### config.mk
export PLATFORM = sky130hd
export DESIGN_NAME = carrd_dispatch
export DESIGN_NICKNAME = d
export VERILOG_FILES = /design/src/rtl/v_pkg.sv /design/src/rtl/carrd_sync_fifo.sv /design/src/rtl/carrd_dispatch.sv
export SDC_FILE = /design/constraint.sdc
export NUM_CORES = 1
export LEC_CHECK = 0
export BUFFER_PORTS_ARGS = -buffer_cell sky130_fd_sc_hd__buf_4
export CORE_ASPECT_RATIO = 0.7
export CORE_MARGIN = 4
export CORE_UTILIZATION = 30
export DETAILED_ROUTE_END_ITERATION = 10
export PLACE_DENSITY = 0.49
export SYNTH_ARGS = -nofsm -noshare
export SYNTH_HDL_FRONTEND = slang
export SYNTH_SLANG_ARGS = --single-unit
### constraint.sdc
create_clock -name clk -period 8.47 [get_ports clk]
set_input_delay 1.694 -clock clk [delete_from_list [all_inputs] [get_ports clk]]
set_output_delay 1.694 -clock clk [all_outputs]
set_load 0.02 [all_outputs]
### src/rtl/v_pkg.sv
// Shared vector-dispatch types and constants.
// Opcode map, dispatch FSM states and queue entry layout.
package v_pkg;

  localparam logic [6:0] OPC_OPV      = 7'h57;
  localparam logic [6:0] OPC_VLOAD    = 7'h07;
  localparam logic [6:0] OPC_VSTORE   = 7'h27;
  localparam logic [2:0] FUNCT3_OPCFG = 3'b111;

  typedef enum logic {
    DISP_IDLE,
    DISP_EXEC
  } dispatch_state_t;

  typedef struct packed {
    logic [31:0] instr;
    logic [31:0] rs1;
    logic [31:0] rs2;
  } disp_entry_t;

  function automatic logic is_vec_op(input logic [6:0] opc);
    return (opc == OPC_OPV) || (opc == OPC_VLOAD) ||
           (opc == OPC_VSTORE);
  endfunction

  function automatic logic is_cfg_op(input logic [31:0] instr);
    return (instr[6:0] == OPC_OPV) &&
           (instr[14:12] == FUNCT3_OPCFG);
  endfunction

endpackage

### src/rtl/carrd_sync_fifo.sv
// Small synchronous circular FIFO.
// Head data is combinational; clr empties it in one cycle.
module carrd_sync_fifo #(
  parameter  int WIDTH = 96,
  parameter  int DEPTH = 4,
  localparam int AW    = $clog2(DEPTH)
) (
  input  logic             clk,
  input  logic             nrst,
  input  logic             clr,
  input  logic             push,
  input  logic             pop,
  input  logic [WIDTH-1:0] wdata,
  output logic [WIDTH-1:0] rdata,
  output logic             full,
  output logic             empty,
  output logic [AW:0]      count
);

  logic [WIDTH-1:0] mem [DEPTH];
  logic [AW-1:0]    wr_ptr;
  logic [AW-1:0]    rd_ptr;
  logic             wr_en;
  logic             rd_en;

  assign full  = (count == (AW+1)'(DEPTH));
  assign empty = (count == '0);
  assign wr_en = push && !full && !clr;
  assign rd_en = pop && !empty && !clr;
  assign rdata = mem[rd_ptr];

  // Storage array; contents need no reset.
  always_ff @(posedge clk) begin
    if (wr_en) mem[wr_ptr] <= wdata;
  end

  // Pointers wrap naturally since DEPTH is a power of two.
  always_ff @(posedge clk or negedge nrst) begin
    if (!nrst) begin
      wr_ptr <= '0;
      rd_ptr <= '0;
      count  <= '0;
    end else if (clr) begin
      wr_ptr <= '0;
      rd_ptr <= '0;
      count  <= '0;
    end else begin
      if (wr_en) wr_ptr <= wr_ptr + AW'(1);
      if (rd_en) rd_ptr <= rd_ptr + AW'(1);
      unique case ({wr_en, rd_en})
        2'b10:   count <= count + (AW+1)'(1);
        2'b01:   count <= count - (AW+1)'(1);
        default: count <= count;
      endcase
    end
  end

endmodule

### src/rtl/carrd_dispatch.sv
// Vector instruction dispatch stage.
// Queues vector ops and holds one on the coprocessor until done.
module carrd_dispatch
  import v_pkg::*;
#(
  parameter  int DEPTH   = 4,
  parameter  int TIMEOUT = 1024,
  localparam int CW      = $clog2(DEPTH) + 1,
  localparam int TW      = $clog2(TIMEOUT) + 1
) (
  input  logic          clk,
  input  logic          nrst,
  input  logic          in_valid,
  output logic          in_ready,
  input  logic [31:0]   in_instr,
  input  logic [31:0]   in_rs1,
  input  logic [31:0]   in_rs2,
  input  logic          flush,
  input  logic          exec_done,
  output logic [31:0]   op_instr_base,
  output logic [31:0]   xreg_out1,
  output logic [31:0]   xreg_out2,
  output logic          busy,
  output logic [CW-1:0] q_count,
  output logic          err_illegal,
  output logic          err_timeout
);

  dispatch_state_t state, state_d;
  disp_entry_t     cur, cur_d, head, wentry;
  logic            cfg, cfg_d;
  logic [TW-1:0]   cnt, cnt_d;
  logic            tmo_d;
  logic            full, empty, pop;
  logic            accept, push, rel, to_hit;

  assign accept = in_valid && in_ready;
  assign push   = accept && is_vec_op(in_instr[6:0]) && !flush;
  assign wentry = '{instr: in_instr, rs1: in_rs1, rs2: in_rs2};
  assign to_hit = (cnt == TW'(TIMEOUT - 1));
  assign rel    = exec_done || cfg || to_hit;

  carrd_sync_fifo #(
    .WIDTH ($bits(disp_entry_t)),
    .DEPTH (DEPTH)
  ) u_fifo (
    .clk   (clk),
    .nrst  (nrst),
    .clr   (flush),
    .push  (push),
    .pop   (pop),
    .wdata (wentry),
    .rdata (head),
    .full  (full),
    .empty (empty),
    .count (q_count)
  );

  // Next state: load head when idle or on release, else hold.
  always_comb begin
    state_d = state;
    cur_d   = cur;
    cfg_d   = cfg;
    cnt_d   = cnt;
    tmo_d   = 1'b0;
    pop     = 1'b0;
    if (flush) begin
      state_d = DISP_IDLE;
      cur_d   = '0;
      cfg_d   = 1'b0;
      cnt_d   = '0;
    end else begin
      unique case (state)
        DISP_IDLE: begin
          if (!empty) begin
            pop     = 1'b1;
            state_d = DISP_EXEC;
            cur_d   = head;
            cfg_d   = is_cfg_op(head.instr);
            cnt_d   = '0;
          end
        end
        DISP_EXEC: begin
          if (rel) begin
            tmo_d = !exec_done && !cfg;
            if (!empty) begin
              pop   = 1'b1;
              cur_d = head;
              cfg_d = is_cfg_op(head.instr);
              cnt_d = '0;
            end else begin
              state_d = DISP_IDLE;
              cur_d   = '0;
              cfg_d   = 1'b0;
              cnt_d   = '0;
            end
          end else begin
            cnt_d = cnt + TW'(1);
          end
        end
        default: state_d = DISP_IDLE;
      endcase
    end
  end

  // Registered state, held operands and error pulses.
  always_ff @(posedge clk or negedge nrst) begin
    if (!nrst) begin
      state       <= DISP_IDLE;
      cur         <= '0;
      cfg         <= 1'b0;
      cnt         <= '0;
      err_illegal <= 1'b0;
      err_timeout <= 1'b0;
    end else begin
      state       <= state_d;
      cur         <= cur_d;
      cfg         <= cfg_d;
      cnt         <= cnt_d;
      err_illegal <= accept && !is_vec_op(in_instr[6:0]);
      err_timeout <= tmo_d;
    end
  end

  assign in_ready      = !full;
  assign busy          = (state == DISP_EXEC);
  assign op_instr_base = cur.instr;
  assign xreg_out1     = cur.rs1;
  assign xreg_out2     = cur.rs2;

endmodule

==> metrics.md, run 1 <==
| Metric | Value |
|---|---|
| Net Sw Frac | `0.310` |
| Post-Synth XOR/XNOR Area | `0.00463` |
| Most frequent cells in the layout | `384 x edfxtp_1, 213 x buf_4, 198 x nand2_1, 116 x dfrtp_1, 96 x mux4_2` |
| Drt drc | `0` |
| Unrepaired setup endpoints after global routing | `false` |
| Largest family of logic cells by synthesized area | `multiplexers` |
| H-tree Lvls | `2` |
| Seq pwr share | `0.435` |
| TNS Setup | `0 ps` |
| Reg2reg end | `op_instr_base[4]$_DFFE_PN0P_` |
| Post-synth EDFFs | `about 380` |
| CP Capture Type | `flip-flop` |
| Pins over their slew limit | `0` |
| TritonRoute pass-1 iters | `4` |
| Post-Syn Nets | `1163` |
| Vias | `between 9000 and 10000` |
| Syn avg cell area | `17.9 um2` |
| Antenna violations before repair | `8` |
| Reg2reg start | `u_fifo.count[0]$_DFFE_PN0P_` |
| Normalized max-slew margin | `0.281` |
| Worst-Skew Late Latency | `600 ps` |
| Post-DR wirelength/cell | `20.6 um` |
| Crit path kind | `in2reg` |
| Dpl cells | `approximately 2000` |
| Hold_buf cts | `0` |
| Final wirelength | `43800 um` |
| Clock Path Buffers | `3` |
| First-pass GRT wire length | `66600 um` |
| Final period util | `0.518` |
| Hold Path Stages | `2` |
| Adder-Cell Fraction of Synth Area | `0.00437` |
| Simple-gate area share of the yosys netlist | `0.0547` |
| Comb power frac | `0.258` |
| Post-CTS Setup Bufs | `0` |
| CTS Root Cell | `clkbuf_16` |
| Power density cells | `308 nW/um2` |
| Port bufs | `203` |
| Die H | `218 um` |
| Vias in the first global route | `10300` |
| Register bit total from synthesis | `502` |
| Synthesis-to-layout area growth | `21.0%` |
| Reg2Reg Setup Slack | `between 4000 and 5000 ps` |
| Cts repair resizes | `0` |
| Final GP Congestion | `about 0.7` |
| Outcome | `complete, no violations` |
| Max-Cap Viols | `0` |
| Worst EP arrival | `4600 ps` |
| Hold Fails Final Rpt | `0` |
| Die Width | `308 um` |
| Die Area | `67200 um2` |
| CTS Buf Count | `50` |
| Post-DP HPWL | `about 26000 um` |
| # clock sinks | `~500` |
| Ys async rst share | `0.235` |
| Area of the core | `just over 60000 um2` |
| Worst VDD drop | `between 150 and 200 uV` |
| Layout cells sized above 1 | `0.303` |
| HP Class | `reg2reg` |
| Cell Int Power | `4.86 mW` |
| Final Critical Period | `approximately 4400 ps` |
| Gate Count Post-Synth | `around 1100` |
| Clock Skews | `roughly 27 ps` |
| Switching power | `2.18 mW` |
| Non-Filler Instances | `2126` |
| Largest net degree at the start of global routing | `156` |
| Final setup fails | `0` |
| Worst-path fanout max | `just over 60` |
| Mux cell area share after synthesis | `0.116` |
| Final Util | `0.369` |
| DR iter-0 viols | `654` |
| Vias/cell | `4.59` |
| Synth Area in Compound Gates | `0.0369` |
| WHS Endpoint | `op_instr_base[29]$_DFFE_PN0P_` |
| Worst-path clk slew | `60 ps` |
| Yosys warns | `0` |
| Hold_sp | `op_instr_base[29]$_DFFE_PN0P_` |
| Worst Max-Slew Pin Slew | `1070 ps` |
| I/O pin count | `204` |
| TritonCTS clock tree | `yes` |
| Global-route usage over all layers | `0.131` |
| Routed Antenna Nets | `0` |
| Grt ovf | `0` |
| Nets | `1372` |
| Sequential fraction of the synthesis area | `0.766` |
| Peak Freq | `228 MHz` |
| Site Rows | `76` |
| Commonest non-fill, non-tap cell in the layout | `edfxtp_1` |
| Leak | `8.09 nW` |
| Clock Power Share | `0.307` |
| Worst Path Required | `8680 ps` |
| Top FF cell, synth | `edfxtp_1` |
| Starting Density | `0.305` |
| Startpoint Class | `input port` |
| Cell Area, Synth | `18900 um2` |
| R2R cell count | `5` |
| Yosys cell types | `50` |
[power groups by stage]
stage | combinational, mW | clock (mW) | sequential (mW)
6_report | 1.81 | 2.16 | 3.07
5_1_grt | 1.99 | 2.35 | 3.11
3_5_place_dp | 1.87 | 0 | 3.12
3_3_place_gp | 1.86 | 0 | 3.12
4_1_cts | 1.87 | 2.24 | 3.07
2_1_floorplan | 0.957 | 0 | 3.33
[through the flow]
| step | total power [mW] | setup WS, ps | area [um2] | hold slack, ps |
|---|---|---|---|---|
| after global placement | 4.98 | 3430 | 21300 | 468 |
| final | 7.04 | 4080 | 22900 | 482 |
| after floorplan | 4.29 | 3160 | 18900 | 443 |
| after detailed placement | 4.99 | 3360 | 21300 | 470 |
| after global routing | 7.45 | 3810 | 22900 | 509 |
| after CTS | 7.19 | 3980 | 22900 | 490 |
[critical path, stage by stage]
cell and delay (ps):
buf_4 130, and4b_1 340, o21a_1 210, nor3b_1 610, and2_4 920, buf_4 620
[final cells by class]
type / count / area, um2
Clock inverter: 25 / 226
Clock buffer: 68 / 1370
Antenna cell: 1 / 2.50
Multi-Input combinational cell: 491 / 4120
Tap cell: 819 / 1020
Inverter: 5 / 18.8
Timing Repair Buffer: 215 / 1630
Sequential cell: 502 / 14500
Fill cell: 5819 / 39100
[worst max-delay path by stage]
stage,startpoint,endpoint,cells past startpoint,slack [ps]
6_report,in_instr[3],u_fifo.mem[1][74]$_DFFE_PP_,6,4080
4_1_cts,in_instr[3],u_fifo.mem[1][86]$_DFFE_PP_,6,3980
5_1_grt,in_instr[3],u_fifo.mem[1][79]$_DFFE_PP_,6,3810
3_5_place_dp,in_instr[3],u_fifo.mem[1][79]$_DFFE_PP_,6,3360
3_3_place_gp,in_instr[3],u_fifo.mem[1][80]$_DFFE_PP_,6,3430
2_1_floorplan,in_instr[3],u_fifo.mem[0][0]$_DFFE_PP_,4,3160
[metal layers]
metal  part of all wire  vias to the layer above  GRT usage  wire length, um
met3              0.068                       67     0.0386             2970
met5             0.0019                        -          0               82
met2               0.46                      223      0.205            20200
met4              0.017                       12     0.0279              738
li1                   -                     4460          -                -
met1               0.45                     5001      0.181            19800
[Yosys cell counts, types with 2 or more instances]
library cell | number | area share
edfxtp_1 | 384 | 0.61
nand2_1 | 198 | 0.039
dfrtp_1 | 118 | 0.16
mux4_2 | 96 | 0.11
o21ai_1 | 67 | 0.018
o21ai_0 | 39 | 0.010
buf_2 | 23 | 0.0061
clkbuf_1 | 23 | 0.0046
nor2_1 | 20 | 0.0040
buf_6 | 8 | 0.0048
nor3_1 | 6 | 0.0016
xnor2_1 | 6 | 0.0028
and2_1 | 5 | 0.0017
ha_1 | 5 | 0.0033
inv_1 | 5 | 0.00099
nand3_1 | 4 | 0.0011
xor2_1 | 4 | 0.0019
buf_1 | 3 | 0.00060
o211ai_1 | 3 | 0.0012
a21oi_1 | 2 | 0.00053
a22o_1 | 2 | 0.00093
a31oi_1 | 2 | 0.00066
and3_1 | 2 | 0.00066
mux2i_1 | 2 | 0.0011
o2111ai_1 | 2 | 0.00093
o21a_1 | 2 | 0.00079
or3_1 | 2 | 0.00066
[flip-flops by register name (all words and copies together), names as in the netlist]
name / flops
busy: 1
xreg_out1: 32
cfg: 1
xreg_out2: 32
err_illegal: 1
cnt: 11
err_timeout: 1
op_instr_base: 32
u_fifo.rd_ptr: 2
u_fifo.mem: 384
u_fifo.wr_ptr: 2
u_fifo.count: 3
[cell families after synthesis]
kind of cell    count (synthesis)
buf+inv                        63
flops                         502
mux                            99
simple gates                  250
fa+ha+maj                       6
xor+xnor                       10
compound gates                126
Power figures use the tool's default switching activity.
==> run 2: changes to the inputs <==
Settings changed: ABC_AREA from default to 1.
Clock period 8.47 ns to 4.2 ns, I/O delays scaled along.
==> run 2 against run 1 <==
Worst hold slack got worse by 180 ps. Largest cell class unchanged. Clock skew fell by 16 ps. Die area grew 2.7%. Final area grew 2.7%. Register-to-register slack lost 3400 ps. Utilization about the same. Clock power grew 110%. Via count rose by 24%. Cell count up 23%. Flip-flop and latch count unchanged. Wire length rose by 12%.
==> metrics.md, run 2 <==
| Metric | Value |
|---|---|
| Die Area | `69000 um2 (was 67200 um2)` |
| Synthesis-to-layout area growth | `20.9% (was 21.0%)` |
| Hold Slack | `300 ps (was 482 ps)` |
| Reg2reg start | `u_fifo.rd_ptr[0]$_DFFE_PN0P_ (was u_fifo.count[0]$_DFFE_PN0P_)` |
| Adder-Cell Fraction of Synth Area | `0.00425 (was 0.00437)` |
| Final GP Congestion | `0.724 (was 0.712)` |
| Pins over their slew limit | `0 (unchanged)` |
| Hold_buf cts | `0 (unchanged)` |
| Leak | `8.64 nW (was 8.09 nW)` |
| TritonRoute pass-1 iters | `5 (was 4)` |
| Gate Count Post-Synth | `1522 (was 1056)` |
| Max stage delay on crit path | `770 ps (was 920 ps)` |
| HP Class | `in2async (was reg2reg)` |
| Cts repair resizes | `0 (unchanged)` |
| Post-synth EDFFs | `384 (unchanged)` |
| Number of fill cells | `6163 (was 5819)` |
| Most numerous cell in the Yosys netlist | `edfxtp_1 (unchanged)` |
| Worst Path Buf+Inv | `2 (unchanged)` |
| Post-DR wirelength/cell | `18.8 um (was 20.6 um)` |
| Die H | `221 um (was 218 um)` |
| Drt drc | `0 (unchanged)` |
| Unrepaired setup endpoints after global routing | `false (unchanged)` |
| Cell Area, Synth | `19400 um2 (was 18900 um2)` |
| Overall Power | `15.5 mW (was 7.04 mW)` |
| Worst Path Required | `4700 ps (was 8680 ps)` |
| Post-CTS Setup Bufs | `0 (unchanged)` |
| Worst Max-Slew Pin Slew | `1100 ps (was 1070 ps)` |
| Grt ovf | `0 (unchanged)` |
| Post-DP HPWL | `27700 um (was 25800 um)` |
| Mux cell area share after synthesis | `0 (was 0.116)` |
| Worst EP arrival | `3190 ps (was 4600 ps)` |
| Wl on met1 | `23200 um (was 19800 um)` |
| Post-Place Worst Slack | `1160 ps (was 3360 ps)` |
| Register bit total from synthesis | `502 (unchanged)` |
| TritonCTS clock tree | `yes (unchanged)` |
| Area share of the largest cell type after synthesis | `0.593 (was 0.610)` |
| Syn avg cell area | `12.8 um2 (was 17.9 um2)` |
| Final setup fails | `0 (unchanged)` |
| Worst-path clk slew | `60 ps (about the same)` |
| Crit path max-delay family | `buffers and inverters (was simple AND/OR/NAND/NOR gates)` |
| Vias/cell | `4.63 (was 4.59)` |
| Number of flip-flops in the largest register | `384 (unchanged)` |
| Post-Synth XOR/XNOR Area | `0.000451 (was 0.00463)` |
| Final Critical Period | `2690 ps` |
| Normalized max-slew margin | `0.264 (was 0.281)` |
| Site Rows | `77 (was 76)` |
| Area of the core | `63700 um2 (was 62000 um2)` |
| Vias in the first global route | `12200 (was 10300)` |
| Top sig layer | `met5 (unchanged)` |
| # clock sinks | `502 (unchanged)` |
| Die Width | `312 um (was 308 um)` |
| Final Util | `0.369 (about the same)` |
| Global-route usage over all layers | `0.141 (was 0.131)` |
| Commonest non-fill, non-tap cell in the layout | `edfxtp_1 (unchanged)` |
| Wire length on met3 | `2860 um (was 2970 um)` |
| Final period util | `0.640` |
| Cell taking the most area after synthesis | `edfxtp_1 (unchanged)` |
| Largest family of logic cells by synthesized area | `compound AO/OA/AOI/OAI gates (was multiplexers)` |
| I/O pin count | `204 (unchanged)` |
| Yosys cell types | `38 (was 50)` |
| Outcome | `complete, no violations (unchanged)` |
| Largest net degree at the start of global routing | `142 (was 156)` |
| Biggest register | `u_fifo.mem (unchanged)` |
| Commonest cells post-synth | `384 x edfxtp_1, 251 x nand2_1, 211 x nor2_1 (was 384 x edfxtp_1, 198 x nand2_1, 118 x dfrtp_1)` |
| Worst VDD drop | `338 uV (was 163 uV)` |
| Critical path cell sequence | `inv_6 > buf_4 > o21ai_0 > o22ai_1 > nand2_1 > o21ai_1 (was buf_4 > and4b_1 > o21a_1 > nor3b_1 > and2_4 > buf_4)` |
| Clock Path Buffers | `3 (unchanged)` |
| Worst-Skew Late Latency | `580 ps (was 600 ps)` |
| Crit path max-delay cell type | `inv_6 (was and2_4)` |
| CTS Root Cell | `clkbuf_16 (unchanged)` |
| Most frequent cells in the layout | `384 x edfxtp_1, 251 x nand2_1, 215 x buf_4, 207 x nor2_1, 186 x o21ai_0 (was 384 x edfxtp_1, 213 x buf_4, 198 x nand2_1, 116 x dfrtp_1, 96 x mux4_2)` |
| Ys async rst share | `0.235 (unchanged)` |
| Crit path from | `u_fifo.rd_ptr[0]$_DFFE_PN0P_ (was in_instr[3])` |
| Layout cells sized above 1 | `0.201 (was 0.303)` |
| Wire length on met2 | `22300 um (was 20200 um)` |
| Vias | `12100 (was 9763)` |
| Simple-gate area share of the yosys netlist | `0.102 (was 0.0547)` |
| Startpoint Class | `flip-flop (was input port)` |
| Dominant cells by area after synthesis | `edfxtp_1 59%, dfrtp_1 15%, nand2_1 4.8%, o21ai_0 4.8%, nor2_1 4.1% (was edfxtp_1 61%, dfrtp_1 16%, mux4_2 11%, nand2_1 3.9%, o21ai_1 1.8%)` |
| Routed Antenna Nets | `0 (unchanged)` |
| DR iter-0 viols | `762 (was 654)` |
| H-tree Lvls | `2 (unchanged)` |
| Clock Skews | `11.0 ps (was 27.4 ps)` |
| Peak Freq | `372 MHz` |
| Port bufs | `203 (unchanged)` |
| Crit path kind | `reg2reg (was in2reg)` |
| Antenna violations before repair | `8 (unchanged)` |
| Post-Syn Nets | `1629 (was 1163)` |
| First-pass GRT wire length | `76300 um (was 66600 um)` |
| Top FF cell, synth | `edfxtp_1 (unchanged)` |
| Nets | `1814 (was 1372)` |
| Yosys warns | `0 (unchanged)` |
| Hold Fails Final Rpt | `0 (unchanged)` |
| Worst Slack Setup Final | `1510 ps (was 4080 ps)` |
| Worst-path fanout max | `141 (was 61)` |
| Power density cells | `659 nW/um2 (was 308 nW/um2)` |
| CTS Buf Count | `53 (was 50)` |
| CP Capture Type | `flip-flop (unchanged)` |
| Final wirelength | `49300 um (was 43800 um)` |
| Synth Area in Compound Gates | `0.113 (was 0.0369)` |
| Max-Cap Viols | `0 (unchanged)` |
| Starting Density | `0.305 (about the same)` |
| Sequential fraction of the synthesis area | `0.745 (was 0.766)` |
==> run 2: cell count changes after synthesis, sizes merged, moves of 20 or more <==
cell / change
nand2: +58
o21ai: +176
nand3: +20
nor2: +194
o22ai: +89
mux4: -96
inv: +25
clkbuf: +23
==> run 2: worst paths after layout <==
kind / cells after the start / endpoint / slack [ps]
worst max-delay path: 6 / xreg_out2[15]$_DFFE_PN0P_ / 1510
worst min-delay path: 1 / xreg_out2[3]$_DFFE_PN0P_ / 300
worst max register to register: 6 / xreg_out2[15]$_DFFE_PN0P_ / 1510
worst min register to register: 2 / op_instr_base[17]$_DFFE_PN0P_ / 480
max in group asynchronous: 2 / xreg_out1[20]$_DFFE_PN0P_ / 2990
min in group clk: 1 / u_fifo.mem[1][28]$_DFFE_PP_ / 450
==> run 2: logic make-up (layout without fill, tap and decap cells) <==
kind of cell,after synthesis,count (layout)
AO/OA/AOI/OAI,387,387
buffers and inverters,124,354
AND/OR/NAND/NOR,502,502
flip-flops,502,502
other,0,1
adder cells (fa/ha/maj),6,6
XOR/XNOR,1,1
==> run 2: cell type report <==
class,count,area (um2),area share
Inverter,31,126,0.00538
Sequential cell,502,14500,0.617
Tap cell,869,1090,0.0463
Multi-Input combinational cell,896,4320,0.184
Clock buffer,73,1470,0.0627
Antenna cell,1,2.50,0.000106
Timing Repair Buffer,223,1770,0.0751
Clock inverter,27,239,0.0102
==> run 2: worst reg2reg max path: stages (launching register included) <==
cell and delay [ps]:
dfrtp_4 650, inv_6 790, buf_4 640, o21ai_0 150
o22ai_1 170, nand2_1 70, o21ai_1 130
==> run 2: power breakdown <==
group / switching (mW) / total (mW) / internal [mW]
Sequential: 0.451 / 6.30 / 5.85
Clock: 1.91 / 4.61 / 2.70
Combinational: 3.00 / 4.58 / 1.58
Total: 5.36 / 15.5 / 10.1
==> run 2: per-layer routing <==
metal / vias up / global-route usage
met3: 76 / 0.0360
met1: 5980 / 0.200
li1: 5830 / -
met5: - / 0
met2: 243 / 0.220
met4: 14 / 0.0298
==> run 2: through the flow <==
step / instance area [um2] / instances / setup TNS (ps)
final: 23500 / 2622 / 0
after global routing: 23500 / 2621 / 0
after CTS: 23500 / 2621 / 0
after detailed placement: 21800 / 2521 / 0
after global placement: 21800 / 2521 / 0
after floorplan: 19500 / 1522 / -24470
==> run 3: changes to the inputs <==
Clock period 4.2 ns to 2.62 ns, I/O delays scaled along.
==> run 3 against run 2 <==
Cell count is 0.80% higher. Combinational power is 71% higher. Fmax is 20% higher. Final area is 2.6% higher. Non-clock buffer count is 22 higher. Largest power group unchanged.
==> metrics.md, run 3 (synthesis gave the netlist of run 2 again) <==
| Metric | Value |
|---|---|
| Net Sw Frac | `0.342 (was 0.346)` |
| Port bufs | `203 (unchanged)` |
| Pins over their slew limit | `0 (unchanged)` |
| Hold Slack | `124 ps (was 300 ps)` |
| Number of fill cells | `6080 (was 6163)` |
| Worst-path fanout max | `6 (was 141)` |
| Vias/cell | `4.66 (was 4.63)` |
| Largest net degree at the start of global routing | `110 (was 142)` |
| CTS Buf Count | `52 (was 53)` |
| Layout cells sized above 1 | `0.222 (was 0.201)` |
| Most frequent cells in the layout | `384 x edfxtp_1, 248 x nand2_1, 218 x buf_4, 205 x nor2_1, 186 x o21ai_0 (was 384 x edfxtp_1, 251 x nand2_1, 215 x buf_4, 207 x nor2_1, 186 x o21ai_0)` |
| First-pass GRT wire length | `77200 um (was 76300 um)` |
| Grt ovf | `0 (unchanged)` |
| Outcome | `complete, no violations (unchanged)` |
| Worst VDD drop | `977 uV (was 338 uV)` |
| Final wirelength | `50400 um (was 49300 um)` |
| Routed Antenna Nets | `0 (unchanged)` |
| TritonRoute pass-1 iters | `5 (unchanged)` |
| Number of flip-flops in the largest register | `384 (unchanged)` |
| Site Rows | `77 (unchanged)` |
| I/O pin count | `204 (unchanged)` |
| Seq pwr share | `0.387 (was 0.407)` |
| Normalized max-slew margin | `0.617 (was 0.264)` |
| Dpl cells | `2542 (was 2521)` |
| Drt drc | `0 (unchanged)` |
| Global-route usage over all layers | `0.143 (was 0.141)` |
| Starting Density | `0.305 (unchanged)` |
| Worst-path clk slew | `70 ps (was 60 ps)` |
| Vias in the first global route | `12200 (about the same)` |
| Antenna violations before repair | `6 (was 8)` |
| Nets | `1835 (was 1814)` |
| Power density cells | `1070 nW/um2 (was 659 nW/um2)` |
| Synthesis-to-layout area growth | `24.0% (was 20.9%)` |
| Reg2Reg Setup Slack | `380 ps (was 1510 ps)` |
| Commonest non-fill, non-tap cell in the layout | `edfxtp_1 (unchanged)` |
| H-tree Lvls | `2 (unchanged)` |
| Most used cell, CP | `nand2_1` |
| Unrepaired setup endpoints after global routing | `false (unchanged)` |
| Crit path max-delay cell type | `dfrtp_1 (was inv_6)` |
| Startpoint Class | `flip-flop (unchanged)` |
| Critical path cell sequence | `ha_1 > nand2_1 > nor2_1 > nand3_1 > nand2_1 > nand3_1 > inv_1 > fa_1 > xnor2_1 > inv_1 > nand2_1 > nand2_1 > nand3_1 > nand2_1 (was inv_6 > buf_4 > o21ai_0 > o22ai_1 > nand2_1 > o21ai_1)` |
| Biggest register | `u_fifo.mem (unchanged)` |
| Switching power | `8.82 mW (was 5.36 mW)` |
| Clock Path Buffers | `3 (unchanged)` |
| Post-CTS Setup Bufs | `0 (unchanged)` |
| Final Cell Area | `24100 um2 (was 23500 um2)` |
| Area of the core | `63700 um2 (unchanged)` |
| Leak | `8.91 nW (was 8.64 nW)` |
| Worst EP arrival | `2730 ps (was 3190 ps)` |
| Max-Cap Viols | `0 (unchanged)` |
| Clock Power Share | `0.309 (was 0.298)` |
| Final period util | `0.856 (was 0.640)` |
| Hold Fails Final Rpt | `0 (unchanged)` |
| CTS Root Cell | `clkbuf_16 (unchanged)` |
| TritonCTS clock tree | `yes (unchanged)` |
| Die Width | `312 um (unchanged)` |
| Final setup fails | `0 (unchanged)` |
| Comb power frac | `0.304 (was 0.295)` |
| Peak Freq | `446 MHz (was 372 MHz)` |
| Die Area | `69000 um2 (unchanged)` |
| Post-DR wirelength/cell | `19.1 um (was 18.8 um)` |
| DR iter-0 viols | `963 (was 762)` |
| Cell Int Power | `17.0 mW (was 10.1 mW)` |
| CP Capture Type | `flip-flop (unchanged)` |
| Final GP Congestion | `0.761 (was 0.724)` |
| Non-Filler Instances | `2643 (was 2622)` |
| Worst Max-Slew Pin Slew | `574 ps (was 1100 ps)` |
| Vias | `12300 (was 12100)` |
| Worst-Skew Late Latency | `590 ps (was 580 ps)` |
| HP Class | `in2reg (was in2async)` |
| Die H | `221 um (unchanged)` |
| Max stage delay on crit path | `410 ps (was 770 ps)` |
| Post-DP HPWL | `31000 um (was 27700 um)` |
| Worst Path Required | `3110 ps (was 4700 ps)` |
| Final Critical Period | `2240 ps (was 2690 ps)` |
| Dpl cell area | `22200 um2 (was 21800 um2)` |
| Clock Skews | `23.9 ps (was 11.0 ps)` |
| # clock sinks | `502 (unchanged)` |
| Crit path kind | `reg2reg (unchanged)` |
run 3: stage by stage:
| step | setup slack, ps | power (mW) | util | TNS [ps] |
|---|---|---|---|---|
| 2_1_floorplan | -202 | 15.0 | - | -71630 |
| 3_3_place_gp | 212 | 18.1 | 0.349 | 0 |
| 3_5_place_dp | 240 | 18.1 | 0.349 | 0 |
| 4_1_cts | 381 | 26.2 | 0.379 | 0 |
| 5_1_grt | 205 | 27.3 | 0.379 | 0 |
| 6_report | 377 | 25.8 | 0.379 | 0 |
run 3: worst max-delay path: cells and delay by family (launching register included):
kind / cells / cell delay (ps)
flops: 1 / 410
fa+ha+maj: 2 / 660
buf+inv: 2 / 140
xor+xnor: 1 / 220
simple gates: 9 / 690
run 3: what timing repair did:
item	CTS	global route
hold endpoints to repair	36	0
hold buffers	1	0
endpoints found under the setup margin	0	0
gates resized for setup	0	0
run 3: worst paths after layout:
check / start / cells after the start / to
max: cnt[0]$_DFFE_PN0P_ / 14 / u_fifo.count[2]$_DFFE_PN0P_
min: in_rs1[15] / 1 / u_fifo.mem[3][47]$_DFFE_PP_
max reg2reg: cnt[0]$_DFFE_PN0P_ / 14 / u_fifo.count[2]$_DFFE_PN0P_
min reg2reg: xreg_out1[30]$_DFFE_PN0P_ / 2 / xreg_out1[30]$_DFFE_PN0P_
max in group asynchronous: nrst / 3 / u_fifo.rd_ptr[1]$_DFFE_PN0P_
min in group asynchronous: nrst / 2 / xreg_out2[10]$_DFFE_PN0P_
run 3: power groups by stage:
stage	clock network, mW	logic [mW]	registers, mW
after global placement	0	7.93	10.1
after global routing	8.56	8.70	10.1
final	7.96	7.84	9.97
after detailed placement	0	7.99	10.2
after floorplan	0	4.10	10.9
after CTS	8.20	8.02	10.0
run 3: area by class of cell:
cell class / instances / area [um2] / area share
Clock buffer: 74 / 1540 / 0.0638
Antenna cell: 2 / 5.00 / 0.000208
Inverter: 31 / 134 / 0.00555
Sequential cell: 502 / 14500 / 0.601
Timing Repair Buffer: 245 / 2160 / 0.0895
Multi-Input combinational cell: 896 / 4360 / 0.181
Tap cell: 869 / 1090 / 0.0451
Clock inverter: 24 / 342 / 0.0142
run 3: per-layer routing:
layer,wire (um),track usage,up-vias
met5,55,0,-
met3,3150,0.0361,59
met2,22100,0.217,261
met4,730,0.0291,8
li1,-,-,5884
met1,24400,0.208,6092
